==> config.mk <==
export PLATFORM = sky130hd
export DESIGN_NAME = key_conditioner
export DESIGN_NICKNAME = d
export VERILOG_FILES = /design/src/rtl/dclab_key_pkg.sv /design/src/rtl/key_debounce_ch.sv /design/src/rtl/key_conditioner.sv
export SDC_FILE = /design/constraint.sdc
export NUM_CORES = 1
export LEC_CHECK = 0
export CORE_UTILIZATION = 28
export CTS_BUF_LIST = sky130_fd_sc_hd__clkbuf_8
export CTS_CLUSTER_SIZE = 16
export DETAILED_ROUTE_END_ITERATION = 10
export HOLD_SLACK_MARGIN = 0.15
export SLEW_MARGIN = 20
export SYNTH_ARGS = -nofsm -noshare
export SYNTH_HDL_FRONTEND = slang
export SYNTH_SLANG_ARGS = --single-unit
==> constraint.sdc <==
create_clock -name i_clk -period 3 [get_ports i_clk]
set_clock_uncertainty 0.05 [all_clocks]
set_input_delay 0.3 -clock i_clk [delete_from_list [all_inputs] [get_ports i_clk]]
set_output_delay 0.3 -clock i_clk [all_outputs]
set_load 0.02 [all_outputs]
==> src/rtl/dclab_key_pkg.sv <==
// Shared types and constants for the push-button conditioner.
// Latency: n/a (declarations only).
// Backpressure: n/a.
package dclab_key_pkg;

    localparam int CNT_W            = 26;
    localparam int DEBOUNCE_CYC_DEF = 500000;    // 10 ms at 50 MHz
    localparam int LONG_CYC_DEF     = 50000000;  // 1 s at 50 MHz

    typedef enum logic [1:0] {
        S_UP      = 2'd0,
        S_DN_WAIT = 2'd1,
        S_DOWN    = 2'd2,
        S_UP_WAIT = 2'd3
    } key_state_e;

endpackage

==> src/rtl/key_debounce_ch.sv <==
// One key channel: 2-flop synchronizer, debounce FSM, hold timer, registered pulses.
// Latency: press/release pulse DEBOUNCE_CYC+3 edges after a stable raw transition.
// Backpressure: none; pulses are single-cycle strobes the consumer must catch.
module key_debounce_ch
    import dclab_key_pkg::*;
#(
    parameter int DEBOUNCE_CYC = DEBOUNCE_CYC_DEF,
    parameter int LONG_CYC     = LONG_CYC_DEF
) (
    input  logic i_clk,
    input  logic i_rst_n,
    input  logic i_key,
    output logic o_press,
    output logic o_release,
    output logic o_level,
    output logic o_long
);

    localparam logic [CNT_W-1:0] DEB_LAST  = CNT_W'(DEBOUNCE_CYC - 1);
    localparam logic [CNT_W-1:0] LONG_LAST = CNT_W'(LONG_CYC - 1);
    localparam logic [CNT_W-1:0] HOLD_MAX  = CNT_W'(LONG_CYC);

    logic             sync1_q, sync2_q;
    logic             pressed;
    key_state_e       state_q, state_d;
    logic [CNT_W-1:0] deb_q, deb_d;
    logic [CNT_W-1:0] hold_q, hold_d;
    logic             press_q, press_d;
    logic             release_q, release_d;
    logic             level_q, level_d;
    logic             long_q, long_d;

    // Bring the raw button level into the clock domain; idle (released) is 1.
    always_ff @(posedge i_clk or negedge i_rst_n) begin
        if (!i_rst_n) begin
            sync1_q <= 1'b1;
            sync2_q <= 1'b1;
        end else begin
            sync1_q <= i_key;
            sync2_q <= sync1_q;
        end
    end

    assign pressed = ~sync2_q;

    // State, counters and the registered output strobes.
    always_ff @(posedge i_clk or negedge i_rst_n) begin
        if (!i_rst_n) begin
            state_q   <= S_UP;
            deb_q     <= '0;
            hold_q    <= '0;
            press_q   <= 1'b0;
            release_q <= 1'b0;
            level_q   <= 1'b0;
            long_q    <= 1'b0;
        end else begin
            state_q   <= state_d;
            deb_q     <= deb_d;
            hold_q    <= hold_d;
            press_q   <= press_d;
            release_q <= release_d;
            level_q   <= level_d;
            long_q    <= long_d;
        end
    end

    // Next-state: debounce each edge separately; the hold timer keeps running
    // while a release is still being qualified so a rejected release glitch
    // does not shift the long-press point. Saturation makes o_long one-shot.
    always_comb begin
        state_d   = state_q;
        deb_d     = deb_q;
        hold_d    = hold_q;
        press_d   = 1'b0;
        release_d = 1'b0;
        long_d    = 1'b0;

        if (state_q == S_DOWN || state_q == S_UP_WAIT) begin
            if (hold_q == LONG_LAST) long_d = 1'b1;
            if (hold_q < HOLD_MAX)   hold_d = hold_q + CNT_W'(1);
        end

        case (state_q)
            S_UP: begin
                if (pressed) begin
                    state_d = S_DN_WAIT;
                    deb_d   = '0;
                end
            end
            S_DN_WAIT: begin
                if (!pressed) begin
                    state_d = S_UP;
                end else if (deb_q == DEB_LAST) begin
                    state_d = S_DOWN;
                    press_d = 1'b1;
                    hold_d  = '0;
                end else begin
                    deb_d = deb_q + CNT_W'(1);
                end
            end
            S_DOWN: begin
                if (!pressed) begin
                    state_d = S_UP_WAIT;
                    deb_d   = '0;
                end
            end
            S_UP_WAIT: begin
                if (pressed) begin
                    state_d = S_DOWN;
                end else if (deb_q == DEB_LAST) begin
                    state_d   = S_UP;
                    release_d = 1'b1;
                end else begin
                    deb_d = deb_q + CNT_W'(1);
                end
            end
            default: state_d = S_UP;
        endcase

        level_d = (state_d == S_DOWN) || (state_d == S_UP_WAIT);
    end

    assign o_press   = press_q;
    assign o_release = release_q;
    assign o_level   = level_q;
    assign o_long    = long_q;

endmodule

==> src/rtl/key_conditioner.sv <==
// Debounced press/release/long-press strobes for N_KEYS independent active-low buttons.
// Latency: DEBOUNCE_CYC+3 edges from a stable raw edge to the press/release strobe.
// Backpressure: none; all outputs are registered single-cycle strobes or levels.
module key_conditioner
    import dclab_key_pkg::*;
#(
    parameter int N_KEYS       = 3,
    parameter int DEBOUNCE_CYC = DEBOUNCE_CYC_DEF,
    parameter int LONG_CYC     = LONG_CYC_DEF
) (
    input  logic              i_clk,
    input  logic              i_rst_n,
    input  logic [N_KEYS-1:0] i_key,
    output logic [N_KEYS-1:0] o_press,
    output logic [N_KEYS-1:0] o_release,
    output logic [N_KEYS-1:0] o_level,
    output logic [N_KEYS-1:0] o_long
);

    for (genvar g = 0; g < N_KEYS; g++) begin : g_ch
        key_debounce_ch #(
            .DEBOUNCE_CYC (DEBOUNCE_CYC),
            .LONG_CYC     (LONG_CYC)
        ) u_ch (
            .i_clk     (i_clk),
            .i_rst_n   (i_rst_n),
            .i_key     (i_key[g]),
            .o_press   (o_press[g]),
            .o_release (o_release[g]),
            .o_level   (o_level[g]),
            .o_long    (o_long[g])
        );
    end

endmodule

---- Yosys cells after proc, flatten, opt, wreduce, memory -nomap -nowiden ----
Index checks and enable logic that the tools add are counted.
operators by class
  equal/unequal tests ..................... 33
  multiplexer cells ....................... 75
  $lt $le $gt $ge ......................... 3
  $add $sub $neg .......................... 6
  reduce and logical (&&, ||, !) cells .... 12
operators with widths
  operator                                                number
  two-way mux 26 bit                                      30
  case mux 26 bit (4 select lines)                        3
  adder 26 x 1 -> 26 bit (second input constant)          6
  == test 26 x 19 -> 1 bit (second input constant)        3
  == test 26 bit (second input constant)                  3
  < comparator 26 bit (second input constant)             3
  two-way mux 2 bit                                       18
  == test 2 bit (second input constant)                   12
  case mux 2 bit (4 select lines)                         3
  two-way mux 1 bit                                       21
  inequality test 2 x 1 -> 1 bit (second input constant)  6
  inequality test 2 bit (second input constant)           6
  AND reduction 4 bit                                     3
  == test 2 x 1 -> 1 bit (second input constant)          3
  zero test 2 bit                                         3
  logical OR 1 bit                                        6
word-level totals
  logic and storage cells ................. 156
  bits of input ports ..................... 5
  output and inout bits ................... 12
  flip-flop bits (word level) ............. 180

---- Depth between registers and ports, before layout ----
  word-level depth ........................ 6
  gate-level depth with buffers ........... 8
  depth with buffers taken out ............ 7

---- By module ----
Synthesis repeated with hierarchy kept, for this count alone.
second synthesis, totals
  cell total of the unflattened synthesis .. 1085
  area, all modules ....................... 9889.5 sq um
by module, submodules not included
  module                               area each (sq um)  seq. area each (sq um)  times used  cells an instance
  key_debounce_ch at g_ch[0].u_ch ...  3313.2             1503.9                  2           368
  key_debounce_ch at g_ch[2].u_ch      3263.1             1503.9                  1           349

---- Least setup slack after synthesis ----
OpenSTA, ideal clock, no wires.
  kind .................................... register to register
  start point ............................. reg g_ch[1].u_ch.deb_q[5]
  end point ............................... reg g_ch[1].u_ch.hold_q[3]
  arrival time ............................ 2.045 ns
  setup slack ............................. 0.769 ns
  buffers on the path ..................... 1
  library setup time ...................... 0.136 ns
  cell stages (with the launch flop) ...... 7
  data required time ...................... 2.814 ns
  clock period less this slack ............ 2.231 ns
  cell sequence ........................... dfrtp_1 > or4_1 > or3_1 > or4_4 > buf_6 > o311ai_1 > o41ai_1
between the ends
  word-level cells in the longest chain between the ends .. 4
ends and longest elaborated chain
  element                           line                   text
  from (decl)                       key_debounce_ch.sv:26  logic [CNT_W-1:0] deb_q, deb_d;
  from (signal assigned)            key_debounce_ch.sv:50  deb_q <= '0;
  from (signal assigned)            key_debounce_ch.sv:58  deb_q <= deb_d;
  == test 26 x 19 -> 1 bit          key_debounce_ch.sv:93  end else if (deb_q == DEB_LAST) begin
  two-way mux 26 bit                key_debounce_ch.sv:93
  two-way mux 26 bit                key_debounce_ch.sv:91  if (!pressed) begin
  two-way mux 26 bit                key_debounce_ch.sv:83  case (state_q)
  named net g_ch[1].u_ch.hold_d[3]  key_debounce_ch.sv:27  logic [CNT_W-1:0] hold_q, hold_d;
  to (signal assigned)              key_debounce_ch.sv:59  hold_q <= hold_d;
  to (decl)                         key_debounce_ch.sv:27
The timed path passes the listed nets, and every way through them passes these cells.
A chain may end at the register's enable or synchronous reset.

---- Worst setup path in the final report ----
  start point ............................. reg g_ch[2].u_ch.hold_q[16]
  end point ............................... reg g_ch[2].u_ch.hold_q[15]
between the ends
  word-level cells in the longest chain between the ends .. 6
ends and longest elaborated chain
  element                            line                   text
  from (decl)                        key_debounce_ch.sv:27
  from (signal assigned)             key_debounce_ch.sv:59
  < comparator 26 bit *              key_debounce_ch.sv:80  if (hold_q < HOLD_MAX) hold_d = hold_q + CNT_W'(1);
  two-way mux 26 bit *               key_debounce_ch.sv:80
  two-way mux 26 bit *               key_debounce_ch.sv:78  if (state_q == S_DOWN || state_q == S_UP_WAIT) begin
  two-way mux 26 bit                 key_debounce_ch.sv:93
  two-way mux 26 bit                 key_debounce_ch.sv:91
  two-way mux 26 bit *               key_debounce_ch.sv:83
  named net g_ch[2].u_ch.hold_d[15]  key_debounce_ch.sv:27
The timed path passes the listed nets; every way through them passes the cells marked *.

==> metrics.cfg <==
[routing]
antenna_left = 0
drc = 4
drtPass1Iterations = 8
vias = 8450
post_drt_wl_per_cell_um = 14.1
drt_iter0_drc = 537
viasPerCell = 5.36
finalWirelength_um = 22300

[global_route]
antenna_found_initial = 0
grt_first_pass_wirelength_um = 38400
gr-total-overflow = 0
grt_pass1_vias = 7876
track_usage_pct = 12.5
grt_max_degree = 70

[power]
peakVddDrop_v = 0.000260
power.density_mw_per_mm2 = 403
leakagePower_nw = 4.23

[yosys]
synth-edff-count = 0
syn_nets = 1127
yosys.area.top_type_share_pct = 42.8
syn-instance-count = 1116
yosysSeqAreaShare_pct = 44.4
synth.area.top_cells = dfrtp_1 43%, nand2_1 4.9%, o21ai_0 3.8%
syn_area_per_cell_um2 = 9.11
yosys.area.top_type = dfrtp_1
async_reset_ff_share_pct = 100
synth_cell_types = 68
ys_seq_elements = 180
netlist_area_mm2 = 0.0102
ys.flop_type = dfrtp_1
yosys_warnings = 0

[die]
die_h_um = 193
num_io_pins = 17
core_mm2 = 0.0357
initial_utilization_pct = 28.5
rows = 69
die-width_um = 193
die_area_mm2 = 0.0371

[layout]
n_antenna_cell = 0
multiInputGateArea_mm2 = 0.00520
instances_no_fill = 1577
drive_above_1_share_pct = 7.97
area_growth_pct = 10.0
final_cell_area_mm2 = 0.0112
seq_area_mm2 = 0.00451
postLayoutCoreUtil_pct = 31.4
nets = 1115
fillCellCount = 3632

[worst_setup_path]
slowest_stage = or4_4
endpoint = g_ch[2].u_ch.hold_q[15]
reg2reg_from = g_ch[2].u_ch.hold_q[16]
crit_type = flip-flop to flip-flop
crit_path_end_kind = flip-flop
cp.required_ns = 3.34
reg2reg_depth = 6
crit_path_max_incr_delay_ns = 0.58
r2r-end = g_ch[2].u_ch.hold_q[15]
cp.buffers_inverters = 1
crit_arrival_ns = 2.89
worst_setup_path_start_kind = flip-flop
path_max_fanout = 10
r2r_setup_slack_ns = 0.46
worst-path-stages = 6
cp_top_family = simple AND/OR/NAND/NOR gates
startpoint = g_ch[2].u_ch.hold_q[16]
crit_chain = or4_4 > o311ai_4 > a22oi_1 > buf_4 > or4_1 > a21oi_1

[timing]
rsz0062_at_grt = false
finalHoldViolations = 0
fin_crit_ns = 2.54
fin_crit_sh_pct = 84.8
fmax_ghz = 0.393
setup-tns-final_ns = 0
relSlewSlack_pct = 32.8
slew_violations = 0
tightest_slew_ns = 1.01
setup_viol = 0

[placed_design]
post_dp_cell_area_mm2 = 0.0107
post-place-cells = 1544
io_buffers = 16
dp_hpwl_um = 14900
gp_congestion = 0.785

[cts]
ctsResizeCount = 0
cts_tree = done
cts_root_buf = clkbuf_8
cts.sinks = 180
numCtsBuffers = 17
clockBufferDepth = 2
clock_latency_ns = 0.48
h-tree-depth = 4
cts.clk_slew.worst_paths_ns = 0.09

[run]
drv_cap = 0

[worst_hold_path]
hold_path.class = input pin to flip-flop

[outcome]
violations = DRC
outcome = finished, violations left

[report_power, final]
| part | switching, mW | internal, mW |
|---|---|---|
| Clock | 0.904 | 0.890 |
| Combinational | 0.127 | 0.0705 |
| Sequential | 0.0501 | 2.47 |
[registers in the layout, indices dropped and copies added (netlist names)]
register             flops
g_ch.u_ch.o_level        3
g_ch.u_ch.deb_q         78
g_ch.u_ch.sync2_q        3
g_ch.u_ch.o_release      3
g_ch.u_ch.sync1_q        3
g_ch.u_ch.hold_q        78
g_ch.u_ch.o_long         3
g_ch.u_ch.o_press        3
g_ch.u_ch.state_q        6
[Yosys cell counts, types with 11 or more instances]
master / number
buf_4: 16
o31ai_1: 29
mux2i_1: 20
a22o_1: 34
o21ai_0: 78
o211ai_1: 14
buf_2: 11
and3_1: 21
or3_1: 46
nand2b_1: 14
clkbuf_1: 39
and4_1: 16
nor2_1: 49
nor4b_1: 15
nor3_1: 24
nand3_1: 63
nand2_1: 132
a21oi_1: 54
xnor2_1: 17
nor4_1: 30
inv_1: 23
or2_2: 14
nand4_1: 44
or4_1: 24
dfrtp_1: 174
[routing by layer]
| layer | global-route usage (%) | part of all wire, % | vias to the layer above |
|---|---|---|---|
| met1 | 16.6 | 50 | 4170 |
| met5 | 0 | 0 | - |
| met2 | 20.9 | 47 | 93 |
| li1 | - | - | 4169 |
| met3 | 2.38 | 2.7 | 18 |
| met4 | 3.00 | 0.99 | 0 |
[worst register-to-register path, cell delays in order, from the launching register on]
cell	delay, ns
dfrtp_1	0.44
or4_4	0.58
o311ai_4	0.29
a22oi_1	0.24
buf_4	0.23
or4_1	0.46
a21oi_1	0.17
[layout by cell type (no fill, tap or decap), types with 23 or more instances in the layout]
| cell | count |
|---|---|
| nor2_1 | 49 |
| inv_1 | 23 |
| or4_1 | 24 |
| a22o_1 | 34 |
| o31ai_1 | 29 |
| a21oi_1 | 54 |
| nand3_1 | 63 |
| o21ai_0 | 78 |
| nand2_1 | 132 |
| dfrtp_1 | 174 |
| nor3_1 | 24 |
| or3_1 | 46 |
| nand4_1 | 44 |
| nor4_1 | 30 |
[cell families after synthesis]
family | Yosys count | share of synthesized area (%)
DFF | 180 | 44.4
xor gates and xnor gates | 23 | 1.98
AOI/OAI and AO/OA | 264 | 17.4
muxes | 20 | 1.97
buffers and inverters | 94 | 4.44
adders and majority gates | 6 | 0.739
and+or+nand+nor | 529 | 29.1
[worst min-delay path by stage]
stage,start,to,slack [ns],depth (start not counted)
2_1_floorplan,i_rst_n,g_ch[0].u_ch.deb_q[0],-0.05,0
3_3_place_gp,g_ch[2].u_ch.sync1_q,g_ch[2].u_ch.sync2_q,0.30,0
3_5_place_dp,g_ch[2].u_ch.sync1_q,g_ch[2].u_ch.sync2_q,0.30,0
4_1_cts,i_key[2],g_ch[2].u_ch.sync1_q,0.15,1
5_1_grt,i_key[1],g_ch[1].u_ch.sync1_q,0.16,1
6_report,i_key[2],g_ch[2].u_ch.sync1_q,0.18,1
[layout make-up]
cell class	instances	share of cell area (%)
multi-input combinational	842	46.5
sequential	180	40.3
tap	461	5.16
timing repair buffer	39	3.37
clock buffer	20	2.46
clock inverter	11	1.32
inverter	24	0.817
[metrics by stage]
step / setup slack, ns / power (mW) / hold WS [ns]
6_report: 0.457 / 4.51 / 0.181
5_1_grt: 0.362 / 4.70 / 0.156
4_1_cts: 0.474 / 4.59 / 0.151
3_5_place_dp: 0.505 / 2.76 / 0.299
3_3_place_gp: 0.550 / 2.76 / 0.299
2_1_floorplan: 0.769 / 2.66 / -0.0456
[timing repair]
item | 4_1_cts | 5_1_grt
hold buffers | 1 | 0
hold endpoints to repair | 65 | 0
setup buffers | 0 | 0
No activity file was read; power rests on OpenSTA's default activity.
